===== src/rtl/duc_rate_ctrl.sv =====
// Reconfiguration sequencer for the 3-stage half-band DUC: gates the input handshake, drains in-flight samples, swaps bypass.
// Optional DRAIN timeout via `define DUC_CTRL_TIMEOUT_EN; gate is combinational (zero latency), input closed whenever not RUN or full.
module duc_rate_ctrl #(
   parameter logic [2:0] BYPASS_RST      = 3'b000,
   parameter int         MAX_OUTSTANDING = 64,
   parameter int         CNT_WIDTH       = 8,
   parameter int         SETTLE_CYCLES   = 4,
   parameter int         TIMEOUT_CYCLES  = 1024
) (
   input  logic                 clk,
   input  logic                 arst_n,
   input  logic [2:0]           cfg_bypass_in,
   input  logic                 cfg_valid_in,
   output logic                 cfg_ready_out,
   input  logic                 up_valid_in,
   output logic                 up_ready_out,
   output logic                 duc_valid_out,
   input  logic                 duc_ready_in,
   input  logic                 mon_valid_in,
   input  logic                 mon_ready_in,
   output logic [2:0]           bypass_out,
   output logic                 flush_out,
   output logic                 busy_out,
   output logic [CNT_WIDTH-1:0] outstanding_out,
   output logic                 timeout_err_out
);

   typedef enum logic [1:0] {ST_RUN, ST_DRAIN, ST_APPLY, ST_SETTLE} state_t;

   localparam int SW = (SETTLE_CYCLES > 1) ? $clog2(SETTLE_CYCLES) : 1;
   localparam logic [CNT_WIDTH:0] MAX_W = (CNT_WIDTH+1)'(MAX_OUTSTANDING);

   state_t               state, state_nxt;
   logic [CNT_WIDTH-1:0] outstanding, cnt_nxt;
   logic [2:0]           pending;
   logic [SW-1:0]        settle_cnt;
   logic [1:0]           zeros;
   logic [CNT_WIDTH-1:0] inc;
   logic [CNT_WIDTH:0]   sum_w;
   logic                 gate_open, in_fire, out_fire, cfg_fire, tmo_hit;

   // Each active (zero) bypass bit doubles the output samples per input.
   assign zeros = {1'b0, ~bypass_out[0]} + {1'b0, ~bypass_out[1]} + {1'b0, ~bypass_out[2]};
   assign inc   = CNT_WIDTH'(1) << zeros;
   assign sum_w = {1'b0, outstanding} + {1'b0, inc};

   assign gate_open     = (state == ST_RUN) && (sum_w <= MAX_W);
   assign up_ready_out  = duc_ready_in & gate_open;
   assign duc_valid_out = up_valid_in & gate_open;
   assign in_fire       = up_valid_in & up_ready_out;
   assign out_fire      = mon_valid_in & mon_ready_in & (outstanding != '0);
   assign cfg_ready_out = (state == ST_RUN);
   assign cfg_fire      = cfg_valid_in & cfg_ready_out;

   assign flush_out       = (state == ST_APPLY);
   assign busy_out        = (state != ST_RUN);
   assign outstanding_out = outstanding;

   always_comb begin
      cnt_nxt = outstanding;
      if (in_fire)
         cnt_nxt = cnt_nxt + inc;
      if (out_fire)
         cnt_nxt = cnt_nxt - CNT_WIDTH'(1);
   end

`ifdef DUC_CTRL_TIMEOUT_EN
   localparam int TW = $clog2(TIMEOUT_CYCLES + 1);
   logic [TW-1:0] tmo_cnt;
   logic          tmo_err;

   assign tmo_hit = (state == ST_DRAIN) && (outstanding != '0) &&
                    (tmo_cnt == TW'(TIMEOUT_CYCLES - 1));
   assign timeout_err_out = tmo_err;

   always_ff @(posedge clk) begin
      if (!arst_n) begin
         tmo_cnt <= '0;
         tmo_err <= 1'b0;
      end else begin
         if (state == ST_DRAIN && !tmo_hit)
            tmo_cnt <= tmo_cnt + TW'(1);
         else
            tmo_cnt <= '0;
         if (tmo_hit)
            tmo_err <= 1'b1;
      end
   end
`else
   assign tmo_hit         = 1'b0;
   assign timeout_err_out = 1'b0;
`endif

   always_comb begin
      state_nxt = state;
      case (state)
         ST_RUN:    if (cfg_fire) state_nxt = ST_DRAIN;
         ST_DRAIN:  if (outstanding == '0 || tmo_hit) state_nxt = ST_APPLY;
         ST_APPLY:  state_nxt = ST_SETTLE;
         ST_SETTLE: if (settle_cnt == SW'(SETTLE_CYCLES - 1)) state_nxt = ST_RUN;
         default:   state_nxt = ST_RUN;
      endcase
   end

   always_ff @(posedge clk) begin
      if (!arst_n)
         state <= ST_RUN;
      else
         state <= state_nxt;
   end

   always_ff @(posedge clk) begin
      if (!arst_n) begin
         outstanding <= '0;
         pending     <= BYPASS_RST;
         bypass_out  <= BYPASS_RST;
         settle_cnt  <= '0;
      end else begin
         // A timeout abandons whatever is still in flight.
         outstanding <= tmo_hit ? '0 : cnt_nxt;
         if (cfg_fire)
            pending <= cfg_bypass_in;
         if (state == ST_DRAIN && state_nxt == ST_APPLY)
            bypass_out <= pending;
         if (state == ST_SETTLE)
            settle_cnt <= settle_cnt + SW'(1);
         else
            settle_cnt <= '0;
      end
   end

endmodule


===== config.mk =====
export PLATFORM = sky130hd
export DESIGN_NAME = duc_rate_ctrl
export DESIGN_NICKNAME = d
export VERILOG_FILES = /design/src/rtl/duc_rate_ctrl.sv
export SDC_FILE = /design/constraint.sdc
export NUM_CORES = 1
export LEC_CHECK = 0
export BUFFER_PORTS_ARGS = -buffer_cell sky130_fd_sc_hd__buf_2
export CORE_MARGIN = 5
export CORE_UTILIZATION = 49
export DETAILED_ROUTE_END_ITERATION = 6
export PLACE_DENSITY = 0.75
export SYNTH_ARGS = -nofsm -noshare
export SYNTH_HDL_FRONTEND = slang
export SYNTH_SLANG_ARGS = --single-unit

===== constraint.sdc =====
create_clock -name clk -period 3.9 [get_ports clk]
set_clock_uncertainty 0.05 [all_clocks]
set_input_delay 0.78 -clock clk [delete_from_list [all_inputs] [get_ports clk]]
set_output_delay 0.78 -clock clk [all_outputs]
set_load 0.01 [all_outputs]

# Word-level counts from Yosys, hierarchy flattened
# Index checks and enable logic that the tools add are counted.
dict set report classes {
  n_addsub 6
  mux 6
  n_reduce_logical 7
  bitwise_logic 9
  n_shift 1
  magnitude_cmp 1
  eq_ne 5
}
# operator count
set ops {}
lappend ops {{8-bit 2-to-1 mux} 2}
lappend ops {{8-bit by 8-bit adder with 9-bit output} 1}
lappend ops {{9-bit by 7-bit less-or-equal comparator with 1-bit output, second input constant} 1}
lappend ops {{8-bit adder} 1}
lappend ops {{2-bit == test, second input constant} 4}
lappend ops {{8-bit zero test} 1}
lappend ops {{2-bit one-hot mux with 4 select lines} 1}
lappend ops {{8-bit nonzero test} 1}
lappend ops {{1-bit by 2-bit << shifter with 8-bit output, first input constant} 1}
lappend ops {{8-bit by 1-bit subtractor with 8-bit output, second input constant} 1}
lappend ops {{1-bit AND} 6}
lappend ops {{2-bit 2-to-1 mux} 3}
lappend ops {{1-bit NOT} 3}
lappend ops {{1-bit by 1-bit adder with 2-bit output} 1}
lappend ops {{2-bit by 1-bit adder with 2-bit output} 1}
lappend ops {{2-bit by 1-bit adder with 2-bit output, second input constant} 1}
lappend ops {{2-bit by 1-bit == test with 1-bit output, second input constant} 1}
lappend ops {{1-bit logical AND} 2}
lappend ops {{2-bit zero test} 1}
lappend ops {{2-bit AND reduction} 1}
lappend ops {{2-bit nonzero test} 1}
dict set report totals {
  in_bits 10
  output_inout_bits 17
  wordCells 40
  reg_bits 18
}

# Logic depth before layout (Yosys ltp)
dict set report depth {
  depth_word 12
  mapped_depth 20
  ltp_nobuf 19
}

# Least setup slack after synthesis
# OpenSTA, ideal clock, no wires.
dict set report synth_path {
  path_type {register to register}
  start {register bypass_out[0]}
  end {register outstanding[4] (netlist: outstanding_out[4])}
  n_path_buf 1
  period_less_slack_ps 4343
  path_slack_ps -443
  path_stages_with_launch 21
  required_ps 3722
  arrival_ps 4165
  setup_ps 128
  path_cell_list {dfxtp_1 fa_1 and2_1 ha_1 inv_1 fa_1 xnor2_1 or3b_1 nand2b_1 o32a_1 a21o_1 buf_6 mux2i_1 ha_1 o311ai_0 nor2_1 o21ai_0 xor2_1 mux2i_1 xor2_1 nor2_1}
}
dict set report synth_between {
  elab_chain_len 12
  elab_cells_between_ends 13
  classes_between {5 x add/sub; 1 x order compare; 1 x shift; 2 x mux; 3 x bitwise; 1 x reduce/logical}
}
# element line
set synth_rtl {}
lappend synth_rtl {{from (decl)} 21} ;# output logic [2:0] bypass_out,
lappend synth_rtl {{from (signal assigned)} 124} ;# bypass_out <= pending;
lappend synth_rtl {{1-bit NOT (*)} 43} ;# assign zeros = {1'b0, ~bypass_out[0]} + {1'b0, ~bypass_out[1]} + {1'b0, ~bypass_out[2]};
lappend synth_rtl {{1-bit by 1-bit adder with 2-bit output (*)} 43}
lappend synth_rtl {{2-bit by 1-bit adder with 2-bit output (*)} 43}
lappend synth_rtl {{1-bit by 2-bit << shifter with 8-bit output (*)} 44} ;# assign inc = CNT_WIDTH'(1) << zeros;
lappend synth_rtl {{8-bit by 8-bit adder with 9-bit output} 45} ;# assign sum_w = {1'b0, outstanding} + {1'b0, inc};
lappend synth_rtl {{9-bit by 7-bit less-or-equal comparator with 1-bit output} 47} ;# assign gate_open = (state == ST_RUN) && (sum_w <= MAX_W);
lappend synth_rtl {{1-bit logical AND} 47}
lappend synth_rtl {{1-bit AND} 48} ;# assign up_ready_out = duc_ready_in & gate_open;
lappend synth_rtl {{1-bit AND} 50} ;# assign in_fire = up_valid_in & up_ready_out;
lappend synth_rtl {{8-bit 2-to-1 mux (*)} 61} ;# if (in_fire)
lappend synth_rtl {{8-bit by 1-bit subtractor with 8-bit output} 64} ;# cnt_nxt = cnt_nxt - CNT_WIDTH'(1);
lappend synth_rtl {{8-bit 2-to-1 mux (*)} 63} ;# if (out_fire)
lappend synth_rtl {{to (signal assigned)} 120} ;# outstanding <= tmo_hit ? '0 : cnt_nxt;
lappend synth_rtl {{to (decl)} 34} ;# logic [CNT_WIDTH-1:0] outstanding, cnt_nxt;
# Mark *: on every way between the ends. The rest lies on a longest branch, timed or not.
# A chain may end at the register's enable or synchronous reset.

# Worst setup path in the final report
dict set report layout_path {
  start {register bypass_out[1]}
  end {register outstanding[6] (netlist: outstanding_out[6])}
}
# Same word-level chain as after synthesis.

==> metrics.cfg <==
[status]
status = complete, but fails checks
violations = negative setup slack

[power]
peakVddDrop_uv = 516
p_total_mw = 1.48
static-leakage-power_nw = 0.887
power_density_mw_per_mm2 = 801

[logic_synthesis]
avgSynthCellArea_sq_um = 8.06
synth_seq_area_share_pct = 27.3
synth_cells = 164
syn_area_sq_mm = 0.00132
synth_nets = 182
synth_compound_area_share_pct = 16.5
synth_xor_area_share_pct = 5.97
synth_top_family_by_area = simple AND/OR/NAND/NOR gates
synthAdderAreaFrac_pct = 8.71
synth_seq_cells = 18
yosysWarnings = 0
synth_simple_gate_area_share_pct = 25.1
yosys-mux-area-fraction_pct = 10.5
synth.distinct_cells = 44

[route]
drc = 0
drtAntennaViolNets = 0
wl_per_cell_um = 16.2
drtIter0Drc = 72
via_per_inst = 5.66
num_vias = 1398
drtPass1Iterations = 5
routed_wl_mm = 3.99

[cells_and_area]
mostFrequentLayoutCell = buf_4
area_delta_synth_final_pct = 40.0
antenna_cells = 0
layout_common_cells = buf_4, buf_2, nor2_1, dfxtp_1, nand2_1
design_area_sq_mm = 0.00185
fin_nets = 236
drive_gt1_share_pct = 41.9

[grt]
grt_util_all_layers_pct = 20.2
grt_max_degree = 15
antenna_found_initial = 0
grt_pass1_vias = 1345
grt_overflow_total = 0
grt_pass1_wl_mm = 5.80

[setup_path]
worstSetupEndpointType = flop
cp.required_ps = 4020
cp-start-kind = flop
critPathKind = reg -> reg
cp_data_arrival_time_ps = 4460
critPathMaxFanout = 4

[run]
max_cap_viol_count = 0

[clocking]
root_buffer = clkbuf_4
cts.sinks = 18
clk_latency_ps = 290
ctsLongestPathBuffers = 2
htreeDepth = 1
clk_pin_slew_ps = 100
numCtsBuffers = 3
cts_tree = done

[place]
placed_area_sq_mm = 0.00168
io_buffers = 25
preCtsSetupSlack_ps = -317
gp_congestion = 0.889
dp_hpwl_mm = 2.78

[sta]
period_minus_slack_ps = 4350
drv_slew = 0
min_period_over_period_pct = 111
fmax_ghz = 0.230
rsz0062_at_grt = yes
finalHoldViolations = 0
timing.final.ws_setup_ps = -446
setup_violations = 8

[die]
std_cell_rows = 18
fp.dieH_um = 61.9
ios = 27
fp.dieW_um = 61.9
coreArea_sq_mm = 0.00252
initial_core_util_pct = 52.4
die_area_sq_mm = 0.00383

[min_path]
hp-class = reg -> reg

## path summary, 6_finish.rpt
path                                                 endpoint                        from  slack, ps  depth (start not counted)
worst max register to register  outstanding_out[6]$_SDFF_PN0_  bypass_out[1]$_SDFFE_PN0P_       -450                         19
worst min register to register       settle_cnt[0]$_SDFF_PN0_    settle_cnt[0]$_SDFF_PN0_        380                          1
worst max-delay path            outstanding_out[6]$_SDFF_PN0_  bypass_out[1]$_SDFFE_PN0P_       -450                         19
worst min-delay path                 settle_cnt[0]$_SDFF_PN0_    settle_cnt[0]$_SDFF_PN0_        380                          1
## worst max-delay path: stages, from the launching register on
cell      delay (ps)
dfxtp_2          350
fa_1             590
and2_4           170
ha_4             120
inv_2             40
fa_2             390
xnor2_2          170
or3b_4           400
nand2b_4         160
o32a_1           180
a21o_1           250
mux2i_2          280
ha_4             190
o311ai_4         100
nor2_2           150
o21ai_1           90
xor2_1           150
mux2i_1          180
xnor2_1          140
nor2_1            80
## stage by stage
stage | util, % | hold WS [ps] | TNS, ps | instances
2_1_floorplan | - | 348 | -523 | 164
3_3_place_gp | 66.4 | 356 | -383 | 238
3_5_place_dp | 66.4 | 375 | -700 | 238
4_1_cts | 69.3 | 391 | -1240 | 244
5_1_grt | 73.3 | 400 | -3550 | 247
6_report | 73.3 | 380 | -2140 | 247
## sequential cells by signal, indices dropped and copies added (netlist names)
register,flops
bypass_out,3
outstanding_out,8
pending,3
settle_cnt,2
state,2
## layout make-up
| type | count | area (sq um) |
|---|---|---|
| flip-flops and latches | 18 | 363 |
| well taps | 30 | 37.5 |
| multi-input cells | 129 | 1000 |
| fillers | 199 | 673 |
| clock buffers | 4 | 36.3 |
| repair buffers | 57 | 375 |
| inverters | 9 | 33.8 |
## Yosys cell counts (all sizes together)
cell type	count	area (sq um)
or4	2	15.0
nand2	12	45.0
nand4	2	12.5
and2	5	31.3
o31ai	2	15.0
nor2	18	67.6
nor3	5	25.0
a211oi	1	7.51
and3	1	7.51
mux2	4	48.8
or4b	2	20.0
buf	4	26.3
conb	1	3.75
xor2	5	43.8
a311oi	1	15.0
clkbuf	4	15.0
nor2b	2	12.5
a31o	1	8.76
or2	1	6.26
a21oi	12	60.1
o311ai	1	8.76
o21a	1	7.51
or3b	1	8.76
or3	2	12.5
dfxtp	18	360
ha	6	75.1
xnor2	4	35.0
a2111oi	1	8.76
a21o	3	23.8
o21ai	7	35.0
mux2i	9	90.1
nor4b	1	8.76
a221oi	1	8.76
nand3	8	40.0
inv	9	33.8
o32a	1	10.0
nand2b	3	18.8
o2111ai	1	8.76
fa	2	40.0
## report_power, final
group          internal (mW)  switching, mW  total [mW]
clock network         0.0569         0.0591       0.116
registers              0.237         0.0913       0.328
logic                  0.537          0.500        1.04
total                  0.830          0.650        1.48
## cell families (layout without fill, tap and decap cells)
logic type / Yosys count / in the layout
fa+ha+maj: 8 / 8
other cells: 1 / 1
xor+xnor: 9 / 9
flops: 18 / 18
compound gates: 33 / 33
simple gates: 65 / 65
buf+inv: 17 / 70
mux: 13 / 13
## metal layers
metal	vias up	global-route usage, %	share of wire, %
li1	685	-	-
met1	648	25.9	43
met5	-	0	0
met3	10	4.75	5.5
met2	55	33.8	50
met4	0	5.76	2.2
## timing repair
item / in CTS / in global routing
setup buffers: 2 / 3
cloned: 0 / 0
hold buffers: 0 / 0
endpoints found under the setup margin: 6 / 9
pin swaps: 4 / 9
gates resized for setup: 7 / 15
Power figures use the tool's default switching activity.
